**config.mk**
```make
export PLATFORM = sky130hd
export DESIGN_NAME = simon_game_ctrl_flat
export DESIGN_NICKNAME = d
export VERILOG_FILES = /design/src/rtl/simon_game_ctrl_if.sv /design/src/rtl/simon_game_ctrl.sv /design/src/flat_wrapper.sv
export SDC_FILE = /design/constraint.sdc
export NUM_CORES = 1
export LEC_CHECK = 0
export ABC_CLOCK_PERIOD_IN_PS = 3100
export BUFFER_PORTS_ARGS = -buffer_cell sky130_fd_sc_hd__buf_4
export CAP_MARGIN = 0
export CORE_ASPECT_RATIO = 0.8
export CORE_MARGIN = 2
export CORE_UTILIZATION = 35
export CTS_CLUSTER_SIZE = 14
export DETAILED_ROUTE_END_ITERATION = 12
export GPL_TIMING_DRIVEN = 0
export HOLD_SLACK_MARGIN = 0.02
export PLACE_DENSITY = 0.52
export SLEW_MARGIN = 30
export SYNTH_ARGS = -nofsm -noshare
export SYNTH_HDL_FRONTEND = slang
export SYNTH_SLANG_ARGS = --single-unit
```
**constraint.sdc**
```tcl
create_clock -name clk -period 3.1 [get_ports clk]
set_clock_uncertainty 0.1 [all_clocks]
set_input_delay 0.62 -clock clk [delete_from_list [all_inputs] [get_ports clk]]
set_output_delay 0.62 -clock clk [all_outputs]
set_load 0.05 [all_outputs]
```
**src/rtl/simon_game_ctrl_if.sv**
```systemverilog
// Player-facing bus of the Simon game controller: start/button inputs in,
// display control and score/status out.
interface simon_game_ctrl_if #(
    parameter int MAX_LEN = 16
);
    localparam int LW = $clog2(MAX_LEN + 1);

    logic          start;
    logic [3:0]    btn;
    logic          disp_en;
    logic [1:0]    disp_color;
    logic [LW-1:0] level;
    logic          game_over;
    logic          win;

    modport master (
        output start, btn,
        input  disp_en, disp_color, level, game_over, win
    );

    modport slave (
        input  start, btn,
        output disp_en, disp_color, level, game_over, win
    );
endinterface

```
**src/rtl/simon_game_ctrl.sv**
```systemverilog
// Simon game controller: grows an LFSR-derived colour sequence, flashes it on
// the VGA stage and checks the player's presses step by step.
module simon_game_ctrl #(
    parameter int          ON_CYCLES      = 12500000,
    parameter int          GAP_CYCLES     = 6250000,
    parameter int          TIMEOUT_CYCLES = 150000000,
    parameter int          MAX_LEN        = 16,
    parameter logic [15:0] SEED           = 16'hACE1
) (
    input  logic            clk,
    input  logic            rst,
    simon_game_ctrl_if.slave bus
);
    localparam int LW   = $clog2(MAX_LEN + 1);
    localparam int IW   = (MAX_LEN > 1) ? $clog2(MAX_LEN) : 1;
    localparam int TMAX = (TIMEOUT_CYCLES > ON_CYCLES)
                        ? ((TIMEOUT_CYCLES > GAP_CYCLES) ? TIMEOUT_CYCLES : GAP_CYCLES)
                        : ((ON_CYCLES > GAP_CYCLES) ? ON_CYCLES : GAP_CYCLES);
    localparam int TW   = $clog2(TMAX + 1);

    typedef enum logic [2:0] {
        IDLE, SHOW_ON, SHOW_GAP, WAIT_IN, ECHO_ON, ECHO_GAP, LOSE, WIN
    } state_t;

    state_t        state, state_n;
    logic [15:0]   lfsr;
    logic [TW-1:0] timer, timer_n;
    logic [IW-1:0] idx, idx_n;
    logic [LW-1:0] level, level_n;
    logic [1:0]    color, color_n;
    logic [1:0]    seq [MAX_LEN];
    logic          append;
    logic [IW-1:0] append_addr;
    logic          press_one;
    logic [1:0]    press_color;
    logic          idx_last;
    logic          disp_en, game_over, win;

    always_comb begin
        press_one   = 1'b1;
        press_color = 2'd0;
        case (bus.btn)
            4'b0001: press_color = 2'd0;
            4'b0010: press_color = 2'd1;
            4'b0100: press_color = 2'd2;
            4'b1000: press_color = 2'd3;
            default: press_one   = 1'b0;
        endcase
    end

    assign idx_last = ((LW'(idx) + LW'(1)) == level);

    always_comb begin
        state_n     = state;
        timer_n     = timer + TW'(1);
        idx_n       = idx;
        level_n     = level;
        color_n     = color;
        append      = 1'b0;
        append_addr = level[IW-1:0];
        case (state)
            IDLE, LOSE, WIN: begin
                timer_n = '0;
                if (bus.start) begin
                    level_n     = LW'(1);
                    idx_n       = '0;
                    append      = 1'b1;
                    append_addr = '0;
                    color_n     = lfsr[1:0];
                    state_n     = SHOW_ON;
                end
            end
            SHOW_ON: begin
                if (timer == TW'(ON_CYCLES - 1)) begin
                    timer_n = '0;
                    state_n = SHOW_GAP;
                end
            end
            SHOW_GAP: begin
                if (timer == TW'(GAP_CYCLES - 1)) begin
                    timer_n = '0;
                    if (idx_last) begin
                        idx_n   = '0;
                        state_n = WAIT_IN;
                    end else begin
                        idx_n   = idx + IW'(1);
                        color_n = seq[idx_n];
                        state_n = SHOW_ON;
                    end
                end
            end
            WAIT_IN: begin
                // A press in the final idle cycle still beats the timeout
                if (bus.btn == 4'b0000) begin
                    if (timer == TW'(TIMEOUT_CYCLES - 1))
                        state_n = LOSE;
                end else if (press_one && (press_color == seq[idx])) begin
                    timer_n = '0;
                    color_n = press_color;
                    state_n = ECHO_ON;
                end else begin
                    state_n = LOSE;
                end
            end
            ECHO_ON: begin
                if (timer == TW'(ON_CYCLES - 1)) begin
                    timer_n = '0;
                    state_n = ECHO_GAP;
                end
            end
            ECHO_GAP: begin
                if (timer == TW'(GAP_CYCLES - 1)) begin
                    timer_n = '0;
                    if (!idx_last) begin
                        idx_n   = idx + IW'(1);
                        state_n = WAIT_IN;
                    end else if (level == LW'(MAX_LEN)) begin
                        state_n = WIN;
                    end else begin
                        append  = 1'b1;
                        level_n = level + LW'(1);
                        idx_n   = '0;
                        color_n = seq[0];
                        state_n = SHOW_ON;
                    end
                end
            end
            default: state_n = IDLE;
        endcase
    end

    always_ff @(posedge clk) begin
        if (rst) begin
            state     <= IDLE;
            lfsr      <= SEED;
            timer     <= '0;
            idx       <= '0;
            level     <= '0;
            color     <= 2'd0;
            disp_en   <= 1'b0;
            game_over <= 1'b0;
            win       <= 1'b0;
        end else begin
            state     <= state_n;
            lfsr      <= {lfsr[14:0], lfsr[15] ^ lfsr[13] ^ lfsr[12] ^ lfsr[10]};
            timer     <= timer_n;
            idx       <= idx_n;
            level     <= level_n;
            color     <= color_n;
            disp_en   <= (state_n == SHOW_ON) || (state_n == ECHO_ON);
            game_over <= (state_n == LOSE);
            win       <= (state_n == WIN);
        end
    end

    // Sequence memory survives start; entries are only ever overwritten by appends
    always_ff @(posedge clk) begin
        if (!rst && append)
            seq[append_addr] <= lfsr[1:0];
    end

    assign bus.disp_en    = disp_en;
    assign bus.disp_color = color;
    assign bus.level      = level;
    assign bus.game_over  = game_over;
    assign bus.win        = win;
endmodule

```
**src/flat_wrapper.sv**
```systemverilog
// flat-port wrapper written by rule: the top's interface ports become plain ports
module simon_game_ctrl_flat 
#(
    parameter int          ON_CYCLES      = 12500000,
    parameter int          GAP_CYCLES     = 6250000,
    parameter int          TIMEOUT_CYCLES = 150000000,
    parameter int          MAX_LEN        = 16,
    parameter logic [15:0] SEED           = 16'hACE1
)
  (clk, rst, bus_start, bus_btn, bus_disp_en, bus_disp_color, bus_level, bus_game_over, bus_win);
  simon_game_ctrl_if #(.MAX_LEN(MAX_LEN)) bus_i ();
  input  logic clk;
  input  logic rst;
  input wire logic [$bits(bus_i.start)-1:0] bus_start;
  input wire logic [$bits(bus_i.btn)-1:0] bus_btn;
  output wire logic [$bits(bus_i.disp_en)-1:0] bus_disp_en;
  output wire logic [$bits(bus_i.disp_color)-1:0] bus_disp_color;
  output wire logic [$bits(bus_i.level)-1:0] bus_level;
  output wire logic [$bits(bus_i.game_over)-1:0] bus_game_over;
  output wire logic [$bits(bus_i.win)-1:0] bus_win;
  assign bus_i.start = bus_start;
  assign bus_i.btn = bus_btn;
  assign bus_disp_en = bus_i.disp_en;
  assign bus_disp_color = bus_i.disp_color;
  assign bus_level = bus_i.level;
  assign bus_game_over = bus_i.game_over;
  assign bus_win = bus_i.win;
  simon_game_ctrl #(.ON_CYCLES(ON_CYCLES), .GAP_CYCLES(GAP_CYCLES), .TIMEOUT_CYCLES(TIMEOUT_CYCLES), .MAX_LEN(MAX_LEN), .SEED(SEED)) u_core (.clk(clk), .rst(rst), .bus(bus_i));
endmodule
```
# Word-level counts from Yosys, hierarchy flattened
# Memories as Yosys holds them, arrays and structs flattened. A register that Yosys moved wholly into a read port is not among the register bits.
# Cells that the tools add are included.
dict set report word_totals {
  ff_bits 61
  ramBits 32
  inputBits 7
  output_inout_bits 10
  word_cells 114
  mem_count 1
}
dict set report classes {
  add_sub_neg 4
  eq_ne 30
  n_mux 51
  bitwise 3
  reduce_logical 16
}
# memory depth width read_ports rd_ports_with_merged_regs write_ports line
set memory_table {}
lappend memory_table {u_core.seq 16 2 3 1 1 simon_game_ctrl.sv:31} ;# logic [1:0] seq [MAX_LEN];
# operator count
set op_table {}
lappend op_table {{28-bit 2-to-1 mux} 4}
lappend op_table {{28-bit case mux with 4 select lines} 1}
lappend op_table {{4-bit 2-to-1 mux} 10}
lappend op_table {{28-bit by 1-bit adder with 28-bit output, second input constant} 1}
lappend op_table {{28-bit by 23-bit equality test with 1-bit output, second input constant} 1}
lappend op_table {{28-bit by 24-bit equality test with 1-bit output, second input constant} 1}
lappend op_table {{28-bit equality test, second input constant} 1}
lappend op_table {{3-bit 2-to-1 mux} 9}
lappend op_table {{3-bit equality test, second input constant} 7}
lappend op_table {{2-bit 2-to-1 mux} 10}
lappend op_table {{5-bit 2-to-1 mux} 4}
lappend op_table {{3-bit case mux with 6 select lines} 1}
lappend op_table {{4-bit case mux with 3 select lines} 1}
lappend op_table {{5-bit case mux with 2 select lines} 1}
lappend op_table {{5-bit AND reduction} 2}
lappend op_table {{9-bit AND reduction} 1}
lappend op_table {{2-bit by 1-bit != test with 1-bit output, second input constant} 4}
lappend op_table {{2-bit != test, second input constant} 4}
lappend op_table {{2-bit case mux with 4 select lines} 1}
lappend op_table {{1-bit 2-to-1 mux} 7}
lappend op_table {{3-bit by 1-bit equality test with 1-bit output, second input constant} 2}
lappend op_table {{3-bit by 2-bit equality test with 1-bit output, second input constant} 2}
lappend op_table {{2-bit case mux with 3 select lines} 1}
lappend op_table {{4-bit by 1-bit adder with 5-bit output, second input constant} 1}
lappend op_table {{other kinds (23)} 27}

# Depth between registers and ports, before layout
dict set report logic_depth {
  word_depth 9
  mapped_depth 11
}

# Least setup slack after synthesis
# OpenSTA, ideal clock, no wires.
dict set report synth_timing {
  path_type {flip-flop to flip-flop}
  from {reg (tool-made name)}
  to {reg u_core.timer[14]}
  setup_time_ps 63
  arrival_ps 2805
  t_required_ps 2937
  path_slack_ps 133
  stages_incl_launch_ff 11
  n_path_buf 3
  synth_period_minus_slack_ps 2967
  path_cell_list {dfxtp_1 -> clkbuf_1 -> mux4_1 -> mux4_2 -> xor2_1 -> a21oi_2 -> or3_1 -> a211o_1 -> buf_6 -> buf_12 -> nor2_4}
}
# element line
set synth_rtl {}
lappend synth_rtl {{to (signal assigned)} simon_game_ctrl.sv:146} ;# timer <= timer_n;
lappend synth_rtl {{to (decl)} simon_game_ctrl.sv:27} ;# logic [TW-1:0] timer, timer_n;

==> results.md <==
* Most repeated library cell on the critical path: sky130_fd_sc_hd__buf_6
* Register area share after synthesis at 0.4537
* Buffer type at the clock tree root: sky130_fd_sc_hd__clkbuf_16
* Placed instance area at 5331 um2
* Minimum setup slack in the final design at 0.1061 ns
* Area taken by flip-flops and latches at 2266 um2
* Proportion of power drawn by the clock network at 0.364
* Summed area of non-filler cells in the final layout at 5704 um2
* Number of routed nets with antenna violations at 0
* Number of hold-slack violations in the final timing report at 0
* Final Slew Violations at 0
* Sequential share of power at 0.492
* Switching part of the total power at 0.2774
* Number of buffers on the longest clock path at 2
* Share of total power in combinational logic at 0.144
* Max Fanout on Critical Path at 10
* Synthesis Warnings at 0
* Gate count of the mapped netlist at 467
* Number of remaining DRC errors at 0
* Syn Std Cell Area at 4986 um2
* Commonest register cell after synthesis: sky130_fd_sc_hd__dfxtp_1
* Total gr overflow at 0
* Async set or reset register ratio after synthesis at 0
* Number of buffers inserted during clock tree synthesis at 9
* Width of the die at 137.4 um
* Number of diodes at 0
* Wire length of the first global-routing pass at 19.33 mm
* Endpoint arrival time on the critical path at 3.18 ns
* Number of H-tree levels at 3
* Final cycle utilization of the critical path at 0.9658
* Internal power summed over all cells at 2058 uW
* Setup_tns at 0 ns
* Drt first pass iters at 5
* Delay of the slowest cell on the worst path at 0.58 ns
* Crit path required time at 3.29 ns
* Pin count of the biggest net entering global routing at 20
* Layout area overhead at 14.40%
* Worst path buffer plus inverter count at 3
* Number of synthesized flops with an enable pin at 32
* Commonest cells after routing, fill and taps aside: sky130_fd_sc_hd__dfxtp_1, sky130_fd_sc_hd__nor2_1, sky130_fd_sc_hd__edfxtp_1
* Reg clk slew, reported paths at 0.07 ns
* Placement row count at 38
* Distinct cell type count of the synthesized netlist at 60
* Fin Hold WS at 0.3113 ns
* DP Worst Slack at -0.4848 ns
* Startpoint-to-endpoint class of the critical path: reg -> reg
* Result of the run: finished clean
* Endpoint kind of the worst setup timing path: flip-flop
* CORE AREA at 13740 um2
* Number of global-route vias before repair at 3455
* Sinks on the clock net at 97
* Fmax at 334.0 MHz
* Final setup violation count at 0
* Crit-path leading delay family: multiplexers
* TritonCTS clock tree: built
* Worst-Margin Slew at 0.6827 ns
* Crit-path slowest cell: sky130_fd_sc_hd__mux4_1
* Most common cell after layout, fill and taps aside: sky130_fd_sc_hd__dfxtp_1
* Path type of the worst min-delay path: reg -> reg
* Via density per instance at 5.401
* Drt initial violations at 353
* Kind of launch point of the worst setup path: flip-flop
* Detailed-route wire length per cell at 17.44 um
* # port buffers at 16
* Worst vdd rail ir drop at 0.2744 mV
* Total of hold buffers inserted after clock tree synthesis at 0
* Final Critical Period at 2.994 ns
* Layout filler cell count at 1343
* Via Count at 3651
* Leak at 0.001798 uW
* Cells traversed along the worst timing path: buf_6 -> mux4_1 -> mux4_2 -> o211ai_2 -> a21oi_2 -> or3_1 -> a211o_1 -> buf_6 -> buf_12 -> nor2_4
* Unrepaired setup endpoints after global routing: no
* Antenna violations before repair at 0
* Effective utilization at floorplan at 0.3629
* Power per standard cell area at 499.3 nW/um2
* Routability congestion estimate at 0.8824
* Flip-flop and latch count after synthesis at 97
* Height of the die at 110.8 um
* NumNets Final at 502
* Die Footprint at 15220 um2
* Overall power at 2848 uW
* Wirelength, routed at 11.79 mm
* Synthesized area per cell at 10.68 um2
* Area of combinational cells with multiple inputs at 2651 um2
* Max_cap viols at 0
* Fraction of layout instances using a drive strength above 1 at 0.2036
* Synth Net Count at 478
* Worst max-slew margin expressed relative to the limit at 0.5448
* Top-level I/O count at 17
* Clock latency at the later pin of the worst-skew pair at 0.35 ns
* Overall fraction of global-route tracks in use at 0.1670
* Final HPWL from detailed placement at 8.723 mm
* Switching power summed over all nets at 790.2 uW
==> worst paths after layout <==
check	start	end	slack, ns	depth (start not counted)
worst max-delay path	flip-flop	u_core.timer[16]	0.11	10
worst min-delay path	u_core.lfsr[14]	u_core.lfsr[15]	0.31	1
worst max register to register	flip-flop	u_core.timer[16]	0.11	10
worst min register to register	u_core.lfsr[14]	u_core.lfsr[15]	0.31	1
==> timing repair <==
item                                    CTS  global route
endpoints found under the setup margin   61            46
pin swaps                                 1             3
setup buffers                             1             0
cloned                                    0             0
resized for setup                        18             5
==> metrics by stage <==
stage / util / cells
final: 0.4151 / 676
after global placement: 0.3880 / 663
after CTS: 0.4145 / 678
after detailed placement: 0.3880 / 663
after floorplan: - / 467
after global routing: 0.4151 / 676
==> power groups by stage <==
stage	logic (uW)	registers, uW	clock network (uW)
finish	410	1400	1040
global route	449	1410	1130
CTS	408	1400	1070
detailed placement	401	1430	0
global placement	398	1430	0
floorplan	261	1460	0
==> routing by layer <==
metal | vias up | part of all wire | global-route usage
li1 | 1750 | - | -
met1 | 1797 | 0.53 | 0.2645
met2 | 95 | 0.40 | 0.2189
met3 | 9 | 0.055 | 0.04435
met4 | 0 | 0.012 | 0.04536
met5 | - | 0 | 0
==> synthesized netlist by cell type (3+ instances only) <==
cell type,count,area [um2]
sky130_fd_sc_hd__dfxtp_1,65,1301
sky130_fd_sc_hd__nor2_1,48,180.2
sky130_fd_sc_hd__edfxtp_1,32,960.9
sky130_fd_sc_hd__nand2_1,31,116.4
sky130_fd_sc_hd__xnor2_1,20,175.2
sky130_fd_sc_hd__clkbuf_1,18,67.56
sky130_fd_sc_hd__nor2_4,18,202.7
sky130_fd_sc_hd__xor2_1,18,157.7
sky130_fd_sc_hd__nand3_1,15,75.07
sky130_fd_sc_hd__nor2b_1,15,93.84
sky130_fd_sc_hd__a21oi_1,14,70.07
sky130_fd_sc_hd__mux4_2,14,315.3
sky130_fd_sc_hd__nor3_1,14,70.07
sky130_fd_sc_hd__nand4_1,12,75.07
sky130_fd_sc_hd__nand2b_1,11,68.82
sky130_fd_sc_hd__inv_1,10,37.54
sky130_fd_sc_hd__nor4_1,10,62.56
sky130_fd_sc_hd__and4_1,7,61.31
sky130_fd_sc_hd__or2_2,7,43.79
sky130_fd_sc_hd__and3_1,6,37.54
sky130_fd_sc_hd__mux4_1,5,131.4
sky130_fd_sc_hd__o21ai_0,5,25.02
sky130_fd_sc_hd__a31oi_1,4,25.02
sky130_fd_sc_hd__ha_1,4,50.05
sky130_fd_sc_hd__mux2i_1,4,40.04
sky130_fd_sc_hd__nor3b_1,4,30.03
sky130_fd_sc_hd__o211ai_1,4,30.03
sky130_fd_sc_hd__or3_1,4,25.02
sky130_fd_sc_hd__a211oi_1,3,22.52
sky130_fd_sc_hd__nand4b_1,3,26.28
==> flip-flops by register name, summed over array words and instances (netlist names), named ones only <==
name,flops
u_core.seq,32
u_core.lfsr,16
u_core.bus.disp_color,2
u_core.bus.disp_en,1
u_core.bus.win,1
u_core.timer,28
u_core.state,3
u_core.bus.game_over,1
u_core.idx,4
u_core.bus.level,5
==> final cells by class <==
class | instances | area share
Inverter | 10 | 0.006580
Tap cell | 180 | 0.03948
Buffer | 20 | 0.02193
Sequential cell | 97 | 0.3972
Timing Repair Buffer | 17 | 0.02237
Multi-Input combinational cell | 336 | 0.4648
Clock inverter | 6 | 0.007458
Clock buffer | 10 | 0.04014
==> cells by family after synthesis <==
group / after synthesis / synth area share
compound gates: 51 / 0.07328
xor+xnor: 39 / 0.07152
fa+ha+maj: 4 / 0.01004
buf+inv: 34 / 0.03563
flops: 97 / 0.4537
mux: 25 / 0.1021
simple gates: 217 / 0.2537
(Power assumes the default switching activity.)
